===== src/rtl/sine_cos_gen.sv =====
// Quadrature DDS: an 8-bit phase accumulator drives a quarter-wave sine ROM.
// The ROM is folded by quadrant so that sine and cosine come out 90 degrees apart.
module sine_cos_gen #(
  parameter logic [7:0] PHASE_STEP = 8'd1
) (
  input  logic       clk,
  input  logic       reset,
  input  logic       en,
  output logic [7:0] sine,
  output logic [7:0] cos
);

  logic [7:0] phase;
  logic [7:0] sine_q;
  logic [7:0] cos_q;
  logic [7:0] pn;

  // Q[i] = round(127*sin(2*pi*i/256)), i = 0..64
  function automatic logic [6:0] quarter(input logic [6:0] i);
    logic [6:0] v;
    case (i)
      7'd0:  v = 7'd0;    7'd1:  v = 7'd3;    7'd2:  v = 7'd6;    7'd3:  v = 7'd9;
      7'd4:  v = 7'd12;   7'd5:  v = 7'd16;   7'd6:  v = 7'd19;   7'd7:  v = 7'd22;
      7'd8:  v = 7'd25;   7'd9:  v = 7'd28;   7'd10: v = 7'd31;   7'd11: v = 7'd34;
      7'd12: v = 7'd37;   7'd13: v = 7'd40;   7'd14: v = 7'd43;   7'd15: v = 7'd46;
      7'd16: v = 7'd49;   7'd17: v = 7'd51;   7'd18: v = 7'd54;   7'd19: v = 7'd57;
      7'd20: v = 7'd60;   7'd21: v = 7'd63;   7'd22: v = 7'd65;   7'd23: v = 7'd68;
      7'd24: v = 7'd71;   7'd25: v = 7'd73;   7'd26: v = 7'd76;   7'd27: v = 7'd78;
      7'd28: v = 7'd81;   7'd29: v = 7'd83;   7'd30: v = 7'd85;   7'd31: v = 7'd88;
      7'd32: v = 7'd90;   7'd33: v = 7'd92;   7'd34: v = 7'd94;   7'd35: v = 7'd96;
      7'd36: v = 7'd98;   7'd37: v = 7'd100;  7'd38: v = 7'd102;  7'd39: v = 7'd104;
      7'd40: v = 7'd106;  7'd41: v = 7'd107;  7'd42: v = 7'd109;  7'd43: v = 7'd111;
      7'd44: v = 7'd112;  7'd45: v = 7'd113;  7'd46: v = 7'd115;  7'd47: v = 7'd116;
      7'd48: v = 7'd117;  7'd49: v = 7'd118;  7'd50: v = 7'd120;  7'd51: v = 7'd121;
      7'd52: v = 7'd122;  7'd53: v = 7'd122;  7'd54: v = 7'd123;  7'd55: v = 7'd124;
      7'd56: v = 7'd125;  7'd57: v = 7'd125;  7'd58: v = 7'd126;  7'd59: v = 7'd126;
      7'd60: v = 7'd126;  7'd61: v = 7'd127;  7'd62: v = 7'd127;  7'd63: v = 7'd127;
      7'd64: v = 7'd127;
      default: v = 7'd0;
    endcase
    return v;
  endfunction

  // Odd quadrants read the table mirrored, the upper half is negated.
  function automatic logic [7:0] fold(input logic [7:0] p);
    logic [6:0] idx;
    logic [7:0] mag;
    idx = p[6] ? (7'd64 - {1'b0, p[5:0]}) : {1'b0, p[5:0]};
    mag = {1'b0, quarter(idx)};
    return p[7] ? (8'd0 - mag) : mag;
  endfunction

  assign pn = phase + PHASE_STEP;

  always_ff @(posedge clk) begin
    if (reset) begin
      phase  <= 8'd0;
      sine_q <= 8'h00;
      cos_q  <= 8'h7F;
    end else if (en) begin
      phase  <= pn;
      sine_q <= fold(pn);
      cos_q  <= fold(pn + 8'd64);
    end
  end

  assign sine = sine_q;
  assign cos  = cos_q;

endmodule


===== config.mk =====
export PLATFORM = sky130hd
export DESIGN_NAME = sine_cos_gen
export DESIGN_NICKNAME = d
export VERILOG_FILES = /design/src/rtl/sine_cos_gen.sv
export SDC_FILE = /design/constraint.sdc
export NUM_CORES = 1
export LEC_CHECK = 0
export ABC_CLOCK_PERIOD_IN_PS = 7250
export CAP_MARGIN = 20
export CORE_ASPECT_RATIO = 0.5
export CORE_MARGIN = 4
export CORE_UTILIZATION = 65
export CTS_CLUSTER_SIZE = 8
export DETAILED_ROUTE_END_ITERATION = 12
export PLACE_DENSITY = 0.87
export SETUP_SLACK_MARGIN = 0.02
export SLEW_MARGIN = 5
export SYNTH_ARGS = -nofsm -noshare
export SYNTH_HDL_FRONTEND = slang
export SYNTH_SLANG_ARGS = --single-unit

===== constraint.sdc =====
create_clock -name clk -period 7.25 [get_ports clk]
set_clock_uncertainty 0.15 [all_clocks]
set_input_delay 1.45 -clock clk [delete_from_list [all_inputs] [get_ports clk]]
set_output_delay 1.45 -clock clk [all_outputs]
set_load 0.02 [all_outputs]

==> flow_summary.toml, run 1 <==
[place]
globalplace.congestion = 1.03
place_area_mm2 = 0.00387
dpl.cell_count = 579
io_buffers = 18
hpwl_um = 8080

[layout]
post-route-cell-area_mm2 = 0.00396
mostFrequentLayoutCells = "53 x nor2_1, 46 x nand2_1, 37 x a21oi_1"
antenna_cells = 0
mostFrequentLayoutCell = "nor2_1"
instances_no_fill = 583
syn_to_final_growth_pct = 3.67
drive_gt1_share_pct = 8.04
fin_util_pct = 70.8
nets = 524

[power_and_ir_drop]
peakVddDrop_mv = 0.131
power.leakage_nw = 1.43
p_per_area_mw_per_mm2 = 133

[sta]
fmax_mhz = 188
timing.hold.ws_ns = 0.320
maxSlewViolCount = 0
rsz0062_at_grt = "false"
worst_pin_slew_ns = 1.01
fin_crit_ns = 5.33
setup_viol = 0
min_period_over_period_pct = 73.5
finalHoldViolations = 0
slew_headroom_pct = 32.4
tns_ns = 0

[floorplanning]
fp.coreArea_mm2 = 0.00559
dieArea_mm2 = 0.00724
num_rows = 19
die_h_um = 62.2
ios = 19
start_util_pct = 68.3
die_x_um = 116

[logic_synthesis]
syn_inst = 527
synth_edf_count = 0
ys_seq_area_share_pct = 12.6
synth_top_area_cell = "dfxtp_1"
synth_fp_nets = 539
synthTopCellsByArea = "dfxtp_1 13%, nor2_1 5.2%, a21oi_1 4.9%"
netlist.area_leader.share_pct = 12.6
yosys_warnings = 0
synth_seq_cells = 24
ys_types = 86
yosys_most_used_dff = "dfxtp_1"
syn_area_per_cell_um2 = 7.24
postSynth.asyncResetShare_pct = 0
netlist_area_mm2 = 0.00382

[clock_tree]
ctsResizeCount = 0
ctsHoldBuffers = 0
cts_tree = "yes"
clk-insertion-delay-late_ns = 0.26
post-cts-setup-buffers = 0
cts-htree-levels = 1
clockRootBuffer = "clkbuf_16"
cts_buffers = 3
cts.clk_slew.worst_paths_ns = 0.06
cts_buffer_depth = 2
clock_sinks = 24

[worst_setup_path]
critPathMaxFanout = 27
cp_slowest_cell = "dfxtp_1"
required_ns = 7.30
crit_type = "flop to flop"
arrival_ns = 5.38
crit_chain = "ha_1 -> and3_1 -> nand3_2 -> o211ai_2 -> xor2_1 -> nor4_1 -> or4_4 -> or3_4 -> or4_1 -> nand3_1"
slowest_delay_ns = 0.92
crit_cells = 10
cp-start-kind = "flop"
crit_buf_inv = 0
crit_family = "simple AND/OR/NAND/NOR gates"
end_kind = "flop"
rr_worst_depth = 10

[detailed_routing]
final_antenna_net_count = 0
drt-wirelength-per-cell_um = 19.3
wirelength_um = 11300
vias = 4251
vias_per_cell = 7.29
drt_pass1_iterations = 7
drc_errors = 0
drt_iter0_markers = 624

[run]
maxCapViolCount = 0

[hold_path]
hold_depth = 2
hp-class = "flop to flop"

[status]
status = "complete, no violations"

[grt]
grtUsageTotal_pct = 30.6
grt.overflow.total = 0
grt_pass1_wl_um = 18300
first_global_vias = 3600
grt_start_max_net_pins = 34
antenna_found_initial = 0
## layout make-up
cell class                      count  area, um2
Multi-Input combinational cell    444       3030
Fill cell                         432       1630
Sequential cell                    24        480
Timing Repair Buffer               23        224
Tap cell                           73       91.3
Clock buffer                        3       75.1
Inverter                           16       60.1
## cell families after synthesis
kind of cell               synth area share (%)
adders and majority gates                  3.21
DFF                                        12.6
buffers and inverters                      8.13
and+or+nand+nor                            29.3
xor gates and xnor gates                   9.67
AOI/OAI and AO/OA                          34.1
muxes                                      2.92
## cells in the mapped netlist (8+ instances only)
| library cell | number |
|---|---|
| nor2_1 | 53 |
| nand2_1 | 46 |
| a21oi_1 | 37 |
| o21ai_0 | 25 |
| dfxtp_1 | 24 |
| nand3_1 | 23 |
| clkbuf_1 | 21 |
| nor3_1 | 21 |
| xnor2_1 | 17 |
| inv_1 | 14 |
| and3_1 | 12 |
| nand4_1 | 12 |
| a211oi_1 | 11 |
| mux2i_1 | 10 |
| o211ai_1 | 10 |
| o31ai_1 | 10 |
| xor2_1 | 10 |
| buf_6 | 9 |
| ha_1 | 9 |
| buf_2 | 8 |
## report_power, final
part	internal, mW	switching [mW]	leakage [nW]
clock	0.0731	0.0464	0.0370
sequential	0.140	0.0105	0.196
combinational	0.0959	0.159	1.20
## state kept, by name (all words and copies together), names as in the netlist
signal  flops
cos         8
phase       8
sine        8
## metal layers
| metal | up-vias | track usage (%) | wire length (um) |
|---|---|---|---|
| li1 | 1971 | - | - |
| met1 | 1892 | 44.6 | 4870 |
| met2 | 335 | 43.4 | 4610 |
| met3 | 53 | 9.02 | 1440 |
| met4 | 0 | 8.25 | 342 |
| met5 | - | 0 | 0 |
## per-stage QoR
stage	total power [mW]	worst slack, ns
after floorplan	0.344	3.35
after global placement	0.398	2.15
after detailed placement	0.399	2.06
after CTS	0.518	2.02
after global routing	0.556	1.62
final	0.525	1.92
## worst min-delay path: stages (launching register included)
cell,delay (ns)
dfxtp_1,0.31
nand2_1,0.06
a21oi_1,0.05
## path summary, 6_finish.rpt
| kind | startpoint | slack, ns | to |
|---|---|---|---|
| setup / recovery | phase[0] | 1.92 | cos[5] |
| hold / removal | sine[1] | 0.32 | sine[1] |
| setup reg to reg | phase[0] | 1.92 | cos[5] |
| hold reg to reg | sine[1] | 0.32 | sine[1] |
Note: power is estimated with default switching activity, not from simulation.
==> run 2, diff against run 1 <==
--- a/config.mk
+++ b/config.mk
@@ -5,14 +5,14 @@
 export SDC_FILE = /design/constraint.sdc
 export NUM_CORES = 1
 export LEC_CHECK = 0
-export ABC_CLOCK_PERIOD_IN_PS = 7250
+export ABC_CLOCK_PERIOD_IN_PS = 5100
 export CAP_MARGIN = 20
 export CORE_ASPECT_RATIO = 0.5
 export CORE_MARGIN = 4
-export CORE_UTILIZATION = 65
+export CORE_UTILIZATION = 62
 export CTS_CLUSTER_SIZE = 8
 export DETAILED_ROUTE_END_ITERATION = 12
-export PLACE_DENSITY = 0.87
+export PLACE_DENSITY = 0.84
 export SETUP_SLACK_MARGIN = 0.02
 export SLEW_MARGIN = 5
 export SYNTH_ARGS = -nofsm -noshare
==> constraint.sdc (replaced) <==
create_clock -name clk -period 5.1 [get_ports clk]
set_clock_uncertainty 0.15 [all_clocks]
set_input_delay 1.02 -clock clk [delete_from_list [all_inputs] [get_ports clk]]
set_output_delay 1.02 -clock clk [all_outputs]
set_load 0.02 [all_outputs]
==> run 2 against run 1 <==
Effect of this change: register-to-register slack lost 1.5 ns; global-route usage rose by 1.4 points; core utilization increased by 0.78 points; via count is 2.8% higher; sequential share of layout area is 0.38 points lower; die area grew 4.4%; largest cell class unchanged; largest power group unchanged.
==> flow_summary.toml, run 2 (synthesis gave the netlist of run 1 again) <==
[status]
status = "complete, no violations"

[clock_tree]
clk-insertion-delay-late_ns = 0.28
cts_buffers = 3
ctsResizeCount = 0
clockRootBuffer = "clkbuf_16"
ctsHoldBuffers = 0
cts-htree-levels = 1
cts.clk_slew.worst_paths_ns = 0.08
post-cts-setup-buffers = 0
clock_sinks = 24
cts_tree = "yes"
cts_buffer_depth = 2

[sta]
worst_pin_slew_ns = 0.941
finalWorstSetupSlack_ns = 0.461
slew_headroom_pct = 37.0
setup_viol = 0
min_period_over_period_pct = 91.0
fmax_mhz = 216
maxSlewViolCount = 0
fin_crit_ns = 4.64
finalHoldViolations = 0
timing.hold.ws_ns = 0.319
rsz0062_at_grt = "false"
tns_ns = 0

[layout]
mostFrequentLayoutCells = "53 x nor2_1, 46 x nand2_1, 37 x a21oi_1"
fin_util_pct = 71.6
post-route-cell-area_mm2 = 0.00409
drive_gt1_share_pct = 10.7
instances_no_fill = 598
nets = 538
mostFrequentLayoutCell = "nor2_1"
syn_to_final_growth_pct = 7.05
antenna_cells = 0
n_fill_cell = 448

[power_and_ir_drop]
p_per_area_mw_per_mm2 = 205
power.leakage_nw = 1.51
p_total_mw = 0.839
sw_frac_of_total_pct = 40.6
p_seq_share_pct = 24.5
clkPwrFrac_pct = 28.9
p_sw_mw = 0.341
pwr-share-comb_pct = 46.6
intPower_mw = 0.498
peakVddDrop_mv = 0.165

[worst_setup_path]
end_kind = "flop"
cp-start-kind = "flop"
crit_family = "simple AND/OR/NAND/NOR gates"
required_ns = 5.16
slowest_delay_ns = 0.76
arrival_ns = 4.70
crit_top_cell = "o21ai_2"
crit_chain = "buf_4 -> ha_1 -> nand2_1 -> o2111a_1 -> o21ai_2 -> o21ai_2 -> mux2i_1 -> nor3_1 -> or4_4 -> or3_4 -> or4_1 -> nand3_1"
crit_type = "flop to flop"
cp_slowest_cell = "ha_1"
crit_buf_inv = 1
critPathMaxFanout = 26

[run]
maxCapViolCount = 0

[floorplanning]
die_h_um = 63.5
dieArea_mm2 = 0.00755
die_x_um = 119
fp.coreArea_mm2 = 0.00571
num_rows = 19
start_util_pct = 66.9
ios = 19

[grt]
grtUsageTotal_pct = 32.1
grtUsageMet2_pct = 46.9
grt_start_max_net_pins = 33
first_global_vias = 3913
grt-busiest-layer = "met2"
antenna_found_initial = 0
grt_pass1_wl_um = 20000
gr-usage-met1_pct = 46.4
grt.overflow.total = 0
use_met3_pct = 9.92

[detailed_routing]
vias_per_cell = 7.31
drt-wirelength-per-cell_um = 20.5
drt_iter0_markers = 769
final_antenna_net_count = 0
vias = 4372
wirelength_um = 12200
drt_pass1_iterations = 5
drc_errors = 0

[hold_path]
hp-class = "flop to flop"

[place]
globalplace.congestion = 1.01
place_area_mm2 = 0.00398
hpwl_um = 8750
dpl.cell_count = 594
io_buffers = 18
pre_cts_ws_ns = 0.631
==> run 2: cell count changes in the layout (fill, tap and decap cells not counted), sizes merged <==
cell | previous run | this run
buf | 4 | 19
bufinv | 0 | 1
clkbuf | 4 | 3
==> run 2: final timing paths <==
| kind | from | endpoint | slack (ns) | cells after the start |
|---|---|---|---|---|
| setup / recovery | phase[0] | cos[5] | 0.46 | 12 |
| setup reg to reg | phase[0] | cos[5] | 0.46 | 12 |
| hold reg to reg | sine[1] | sine[1] | 0.32 | 2 |
| hold / removal | sine[1] | sine[1] | 0.32 | 2 |
==> run 2: power by group through the flow <==
| stage | registers (mW) | logic, mW | clock network, mW |
|---|---|---|---|
| CTS | 0.206 | 0.376 | 0.243 |
| global route | 0.207 | 0.423 | 0.253 |
| global placement | 0.209 | 0.374 | 0 |
| finish | 0.206 | 0.391 | 0.242 |
| detailed placement | 0.210 | 0.372 | 0 |
| floorplan | 0.222 | 0.267 | 0 |
==> run 2: cell type report <==
| type | instances | area [um2] | area share, % |
|---|---|---|---|
| clock buffer | 3 | 75.1 | 1.84 |
| clock inverter | 1 | 30.0 | 0.735 |
| inverter | 16 | 60.1 | 1.47 |
| multi-input combinational | 444 | 3030 | 74.1 |
| sequential | 24 | 480 | 11.8 |
| tap | 73 | 91.3 | 2.24 |
| timing repair buffer | 37 | 323 | 7.90 |
==> run 2: metal layers <==
layer	part of all wire, %	vias to the layer above
met5	0	-
met4	2.0	0
met3	14	38
met2	40	342
met1	45	1986
li1	-	2006
==> run 2: tightest hold or removal path, cell delays in order (launching register included) <==
cell and delay, ns:
dfxtp_1 0.31, nand2_1 0.06, a21oi_1 0.05
==> run 3, diff against run 2 <==
--- a/config.mk
+++ b/config.mk
@@ -7,9 +7,11 @@
 export LEC_CHECK = 0
 export ABC_CLOCK_PERIOD_IN_PS = 5100
 export CAP_MARGIN = 20
+export CELL_PAD_IN_SITES_DETAIL_PLACEMENT = 1
+export CELL_PAD_IN_SITES_GLOBAL_PLACEMENT = 1
 export CORE_ASPECT_RATIO = 0.5
 export CORE_MARGIN = 4
-export CORE_UTILIZATION = 62
+export CORE_UTILIZATION = 46
 export CTS_CLUSTER_SIZE = 8
 export DETAILED_ROUTE_END_ITERATION = 12
 export PLACE_DENSITY = 0.84
==> run 3 against run 2 <==
Effect of this change: worst hold slack worse by 0.0056 ns; sequential power hardly changed; combinational power is 1% higher; via count is 1.8% lower; clock power hardly changed; critical path depth is 1 lower; count of clock-buffer cells in the layout stayed put; first-iteration DRC count is 53% lower; sequential cell count stayed put; routed wire length is 11% higher; design area is 0.83% higher.
==> flow_summary.toml, run 3 (synthesis gave the netlist of run 1 again) <==
[detailed_routing]
dr.max_layer_used = "met4"
drc_errors = 0
wl_met1_um = 6540
vias_per_cell = 6.76
wl_met3_um = 1090
drt-wirelength-per-cell_um = 21.3
wirelength_um = 13500
wl_met2_um = 5650
drt_pass1_iterations = 5
drt_iter0_markers = 363
vias = 4294
final_antenna_net_count = 0

[layout]
mostFrequentLayoutCell = "nor2_1"
syn_to_final_growth_pct = 7.93
n_fill_cell = 1048
mostFrequentLayoutCells = "53 x nor2_1, 46 x nand2_1, 37 x a21oi_1"
antenna_cells = 0
drive_gt1_share_pct = 10.3
nets = 536

[floorplanning]
die_h_um = 72.4
die_x_um = 137
start_util_pct = 47.5
fp.coreArea_mm2 = 0.00803
dieArea_mm2 = 0.00991
ios = 19
num_rows = 23

[grt]
antenna_found_initial = 0
grtUsageTotal_pct = 27.8
grt.overflow.total = 0
first_global_vias = 4009
grt_pass1_wl_um = 21900
grt_start_max_net_pins = 28

[clock_tree]
cts-htree-levels = 1
ctsHoldBuffers = 0
post-cts-setup-buffers = 0
clockRootBuffer = "clkbuf_16"
cts_buffers = 3
clock_sinks = 24
cts_buffer_depth = 2
cts.clk_slew.worst_paths_ns = 0.08
clk-insertion-delay-late_ns = 0.28
cts_tree = "yes"
ctsResizeCount = 0

[status]
status = "complete, no violations"

[power_and_ir_drop]
peakVddDrop_mv = 0.141
power.leakage_nw = 1.51
p_total_mw = 0.845
p_per_area_mw_per_mm2 = 205

[sta]
timing.hold.ws_ns = 0.313
tns_ns = 0
finalHoldViolations = 0
min_period_over_period_pct = 92.3
worst_pin_slew_ns = 0.876
maxSlewViolCount = 0
setup_viol = 0
slew_headroom_pct = 41.4
fmax_mhz = 213
rsz0062_at_grt = "false"
finalWorstSetupSlack_ns = 0.395
fin_crit_ns = 4.70

[worst_setup_path]
slowest_delay_ns = 0.86
end_kind = "flop"
setup.worst_path.start = "phase[6]"
arrival_ns = 4.72
cp_slowest_cell = "dfxtp_1"
cp-start-kind = "flop"
reg2reg_from = "phase[6]"
crit_top_cell = "a21oi_1"
crit_type = "flop to flop"
crit_chain = "clkinv_1 -> a22oi_1 -> a21oi_1 -> nor2_1 -> a21oi_1 -> o41ai_1 -> o221ai_1 -> ha_1 -> a41oi_1 -> xnor2_1 -> a211oi_1"
required_ns = 5.12
critPathMaxFanout = 26

[place]
pre_cts_ws_ns = 0.540
globalplace.congestion = 0.985
hpwl_um = 10000
io_buffers = 18

[run]
maxCapViolCount = 0

[hold_path]
hp-class = "flop to flop"
worstHoldStart = "sine[1]"
-- run 3: changes by cell type in the layout (fill, tap and decap cells not counted), sizes merged --
cell	previous run	this run
buf	19	17
-- run 3: report_power, final --
part	internal, mW	total [mW]	switching, mW
Clock	0.157	0.244	0.0873
Sequential	0.199	0.205	0.00655
Combinational	0.142	0.396	0.254
Total	0.497	0.845	0.348
-- run 3: final cells by class --
class	count	area, um2	area share, %
clock buffers	3	75.1	1.82
multi-input cells	444	3030	73.5
inverters	16	60.1	1.46
clock inverters	1	30.0	0.729
well taps	112	140	3.40
repair buffers	35	308	7.47
flip-flops and latches	24	480	11.7
-- run 3: path summary, 6_finish.rpt --
check / endpoint / slack [ns] / depth (start not counted)
setup reg to reg: sine[4] / 0.40 / 11
hold / removal: sine[1] / 0.31 / 2
hold reg to reg: sine[1] / 0.31 / 2
setup / recovery: sine[4] / 0.40 / 11
-- run 3: stage by stage --
stage	util, %	std cells	area, um2
2_1_floorplan	-	527	3820
3_3_place_gp	50.0	631	4010
3_5_place_dp	50.0	631	4010
4_1_cts	51.3	635	4120
5_1_grt	51.3	635	4120
6_report	51.3	635	4120
-- run 3: routing by layer --
metal | vias up | global-route usage [%]
met2 | 186 | 42.0
met1 | 2089 | 41.1
met5 | - | 0
li1 | 1995 | -
met4 | 0 | 5.86
met3 | 24 | 5.33
-- run 3: critical path, delay by kind of cell (launching register included) --
kind	cells	cell delay [ns]
fa+ha+maj	1	0.33
buf+inv	1	0.55
flops	1	0.86
simple gates	1	0.63
compound gates	7	1.94
xor+xnor	1	0.12
